File: src/rtl/pwm_multi.sv
// rtl/pwm_multi.sv - multi-channel double-buffered PWM generator with shared period counter
module pwm_multi #(
  parameter int W        = 8,
  parameter int NCH      = 4,
  parameter int PRESC    = 1,
  parameter int CENTER   = 0,
  parameter int POLARITY = 1,
  localparam int CHW     = (NCH > 1) ? $clog2(NCH) : 1
) (
  input  logic           clk,
  input  logic           rst_n,
  input  logic           enable,
  input  logic [W-1:0]   period,
  input  logic           duty_wr,
  input  logic [CHW-1:0] duty_ch,
  input  logic [W-1:0]   duty_val,
  output logic [NCH-1:0] pwm_out,
  output logic           period_start,
  output logic [W-1:0]   cnt
);

  localparam int PW = (PRESC > 1) ? $clog2(PRESC) : 1;
  localparam logic [PW-1:0] PRESC_LAST = PW'(PRESC - 1);
  localparam logic [NCH-1:0] IDLE = (POLARITY != 0) ? {NCH{1'b0}} : {NCH{1'b1}};

  logic [PW-1:0]  presc_q;
  logic [W-1:0]   pa_q;
  logic           dir_down_q;
  logic [W-1:0]   shadow_q [NCH];
  logic [W-1:0]   active_q [NCH];

  logic           tick;
  logic           reload;
  logic           ch_ok;
  logic           dir_down_nxt;
  logic [W-1:0]   cnt_nxt;
  logic [NCH-1:0] raw;

  always_comb begin
    tick         = (presc_q == PRESC_LAST);
    cnt_nxt      = cnt;
    dir_down_nxt = dir_down_q;
    if (CENTER != 0) begin
      // Turn around at the top; a period of 0 or 1 collapses straight back to 0.
      if (!dir_down_q) begin
        if (cnt >= pa_q) begin
          cnt_nxt      = (cnt == '0) ? '0 : cnt - W'(1);
          dir_down_nxt = (cnt_nxt != '0);
        end else begin
          cnt_nxt = cnt + W'(1);
        end
      end else begin
        cnt_nxt      = cnt - W'(1);
        dir_down_nxt = (cnt_nxt != '0);
      end
    end else begin
      cnt_nxt = (cnt >= pa_q) ? '0 : cnt + W'(1);
    end
    reload = tick && (cnt_nxt == '0);
    ch_ok  = (int'(duty_ch) < NCH);
    for (int i = 0; i < NCH; i++) begin
      raw[i] = (cnt < active_q[i]);
    end
  end

  always_ff @(posedge clk or negedge rst_n) begin
    if (!rst_n) begin
      presc_q      <= '0;
      cnt          <= '0;
      pa_q         <= '0;
      dir_down_q   <= 1'b0;
      period_start <= 1'b0;
      pwm_out      <= IDLE;
      for (int i = 0; i < NCH; i++) begin
        shadow_q[i] <= '0;
        active_q[i] <= '0;
      end
    end else begin
      if (duty_wr && ch_ok) begin
        shadow_q[duty_ch] <= duty_val;
      end
      if (!enable) begin
        // While idle the active registers track the shadows so new settings apply at once.
        presc_q      <= '0;
        cnt          <= '0;
        dir_down_q   <= 1'b0;
        period_start <= 1'b0;
        pwm_out      <= IDLE;
        pa_q         <= period;
        for (int i = 0; i < NCH; i++) begin
          active_q[i] <= shadow_q[i];
        end
      end else begin
        presc_q      <= tick ? '0 : presc_q + PW'(1);
        pwm_out      <= (POLARITY != 0) ? raw : ~raw;
        period_start <= reload;
        if (tick) begin
          cnt        <= cnt_nxt;
          dir_down_q <= dir_down_nxt;
        end
        if (reload) begin
          pa_q <= period;
          for (int i = 0; i < NCH; i++) begin
            active_q[i] <= shadow_q[i];
          end
        end
      end
    end
  end

endmodule

File: config.mk
export PLATFORM = sky130hd
export DESIGN_NAME = pwm_multi
export DESIGN_NICKNAME = d
export VERILOG_FILES = /design/src/rtl/pwm_multi.sv
export SDC_FILE = /design/constraint.sdc
export NUM_CORES = 1
export LEC_CHECK = 0
export ABC_AREA = 1
export BUFFER_PORTS_ARGS = -buffer_cell sky130_fd_sc_hd__clkbuf_2
export CAP_MARGIN = 10
export CORE_UTILIZATION = 45
export DETAILED_ROUTE_END_ITERATION = 8
export GPL_ROUTABILITY_DRIVEN = 0
export HOLD_SLACK_MARGIN = 0.03
export MAX_ROUTING_LAYER = met4
export SYNTH_ARGS = -nofsm -noshare
export SYNTH_HDL_FRONTEND = slang
export SYNTH_SLANG_ARGS = --single-unit
File: constraint.sdc
create_clock -name clk -period 3.7 [get_ports clk]
set_input_delay 0.925 -clock clk [delete_from_list [all_inputs] [get_ports clk]]
set_output_delay 0.925 -clock clk [all_outputs]
set_load 0.005 [all_outputs]
==> flow_summary.ini <==
[cts]
cts_setup_buffers = 0
cts.path.max_buffers = 2
tritoncts_sinks = 85
cts_hold_buf = 0
cts_repair_resize_count = 0
cts_root_buffer = clkbuf_8
clock_tree_from_tritoncts = yes
clock_latency_ps = 360
clkSlewWorstSetupHoldPaths_ps = 90
ctsHtreeMaxLevel = 3
cts-buffers-inserted = 9

[floorplanning]
initial_core_util_pct = 46.12
fp.dieW_um = 99.09
die-area_mm2 = 0.009818
fp.dieH_um = 99.09
floorplan.core_area_mm2 = 0.009196
floorplan.rows = 35
ios = 35

[job]
max_cap_violations = 0

[yosys]
ys_warn_count = 0
adder_and_majority_gate_portion_of_the_synthesized_area_pct = 10.91
dominant_combinational_cell_family_by_area_after_synthesis = simple AND/OR/NAND/NOR gates
synth_xor_area_share_pct = 0.4130
synth_cells = 497
synth.cell_area_mm2 = 0.004242
synth.mux.area_fraction_pct = 0
yosysSeqAreaShare_pct = 50.15
ys_ff_latch = 85
synth_area_leader_cell = dfrtp_1
synthesis.area_per_instance_um2 = 8.534
area_fraction_in_compound_gates_after_synthesis_pct = 8.142
synth.net_count = 556
ys_top_cells_by_area = dfrtp_1 50%, nand2_1 13%, ha_1 11%
post_synthesis_cell_type_count = 23
post_synth_and_or_nand_nor_area_fraction_pct = 22.83
synth.top_cell.area_share_pct = 50.15

[setup_path]
cp.arrival_ps = 2790
cp-startpoint = cnt[5]$_DFF_PN0_
cp_data_required_time_ps = 3950
timing_worst_setup_path_type = reg -> reg
timing.rr.start = cnt[5]$_DFF_PN0_
critical_path.startpoint_type = register
cpLargestDelayFamily = simple AND/OR/NAND/NOR gates
path_buf_inv = 0
timing.critical_path.to_type = register
cp_common_cell = nand2_1
slowest_delay_ps = 630
cp_cell_sequence = ha_1 -> a21oi_1 -> nor2_1 -> nor2_4 -> nand3_1 -> nand2_1 -> nor2_1 -> nand2_2 -> nand2_2 -> nand2_1 -> nand2_1
cp_max_fo = 40
slowest_stage = dfrtp_1

[power]
part_of_the_total_power_dissipated_in_the_clock_network_pct = 29.3
p_switching_w = 0.0008167
irDropWorstVdd_mv = 0.2265
power.internal_w = 0.001709
sequentialPowerShare_pct = 48.4
powerDensity_mw_per_mm2 = 537.4
share_comb_of_total_power_pct = 22.3
leakage_nw = 2.583
power.share.switching_pct = 32.34

[grt]
grt_antenna_before_repair = 0
globalRoute.totalOverflow = 0
pin_count_of_the_biggest_net_entering_global_routing = 86
first_global_vias = 3173
global_route.usage.total_pct = 21.04
grt_pass1_wl_um = 15510

[sta]
clock.fmax_ghz = 0.3932
relSlewSlack_pct = 28.14
min_period_ps = 2543
worst_hold_slack_ps = 474.5
timing.final.setup_violations = 0
drv_slew = 0
fin_worst_skew_ps = 12.81
tightestPinTransition_ps = 1078
final_min_period_over_clock_period_pct = 68.74
report.final.hold_viol_count = 0
unrepaired_setup_endpoints_after_global_routing = no
tns_ps = 0

[routing]
drtPass1Iterations = 5
route.final.wire_length_um = 9058
route.detailed.wl_per_inst_um = 14.13
vias = 3261
final_antenna_net_count = 0
avgViaCountPerCell = 5.087
detail_route.iter0.violations = 141
drc = 0

[place]
hpwlAfterDp_um = 6276
numPortBuffers = 34

[layout]
syn2layout_area_growth_pct = 10.80
layout-drive-gt1-share_pct = 10.94
insertedDiodeCount = 0
fillerInstances = 910
finish.net_count = 585

[min_path]
timing.hold.worst.class = reg -> reg
critical_hold_path_startpoint = shadow_q[4]$_DFFE_PN0P_

[status]
run_status = complete, no violations
[stage by stage]
step	cells	utilization (%)	cell area (um^2)	total power, W	setup WS [ps]
floorplan	497	-	4242	0.001633	1788
global placement	626	48.72	4481	0.001794	1185
detailed placement	626	48.72	4481	0.001814	1135
CTS	641	51.10	4700	0.002554	1133
global route	641	51.10	4700	0.002708	893.2
finish	641	51.10	4700	0.002525	1157
[layout by cell type, fill, tap and decap left out, drive strengths merged]
cell	instances
nand2	146
o21bai	1
buf	3
nand3b	1
ha	37
nand3	58
a21boi	4
clkbuf	42
xor2	2
o211ai	4
a21oi	17
nor2	20
dfrtp	85
o21ai	37
bufinv	2
a21o	1
nor3	4
inv	64
clkinvlp	2
[path summary, 6_finish.rpt]
kind / slack (ps) / to / cells after the start
setup / recovery: 1160 / active_q[14]$_DFFE_PN0P_ / 11
hold / removal: 470 / active_q[4]$_DFFE_PN0P_ / 2
setup reg to reg: 1160 / active_q[14]$_DFFE_PN0P_ / 11
hold reg to reg: 470 / active_q[4]$_DFFE_PN0P_ / 2
max in group asynchronous: 2250 / shadow_q[1]$_DFFE_PN0P_ / 1
min in group asynchronous: 710 / cnt[3]$_DFF_PN0_ / 1
[synth_stat cells, drive strengths merged]
master,instances
nand2,146
dfrtp,85
inv,62
nand3,58
ha,37
o21ai,37
nor2,20
a21oi,17
buf,11
clkbuf,7
a21boi,4
nor3,4
o211ai,4
xor2,2
a21o,1
nand3b,1
o21bai,1
[layer usage]
layer / GRT usage (%) / wire, um / vias up
li1: - / - / 1657
met1: 27.74 / 4433 / 1520
met2: 33.46 / 4200 / 72
met3: 3.759 / 314 / 12
met4: 5.995 / 109 / 0
met5: - / 0 / -
[final cells by class]
| cell class | count | area (um^2) | share of cell area (%) |
|---|---|---|---|
| Clock buffer | 9 | 123.9 | 2.636 |
| Timing Repair Buffer | 36 | 187.7 | 3.994 |
| Clock inverter | 6 | 95.09 | 2.023 |
| Multi-Input combinational cell | 332 | 1794 | 38.18 |
| Tap cell | 111 | 138.9 | 2.955 |
| Sequential cell | 85 | 2127 | 45.26 |
| Inverter | 62 | 232.7 | 4.952 |
[logic make-up after synthesis]
family / Yosys count
XOR/XNOR: 2
flip-flops: 85
buffers and inverters: 80
AND/OR/NAND/NOR: 229
adder cells (fa/ha/maj): 37
AO/OA/AOI/OAI: 64
[power groups by stage]
stage               clock network (W)  logic (W)  registers (W)
finish                       0.000739   0.000563        0.00122
global route                 0.000791   0.000671        0.00125
floorplan                           0   0.000427        0.00121
CTS                          0.000755   0.000576        0.00122
detailed placement                  0   0.000573        0.00124
global placement                    0   0.000556        0.00124
[sequential cells by signal, indices dropped and copies added (netlist names)]
register      flops
pwm_out           4
period_start      1
shadow_q         32
cnt               8
active_q         32
pa_q              8
[worst min-delay path, delay by kind of cell, from the launching register on]
kind	cells	cell delay, ps
DFF	1	350
and+or+nand+nor	2	100
(Power assumes the default switching activity.)
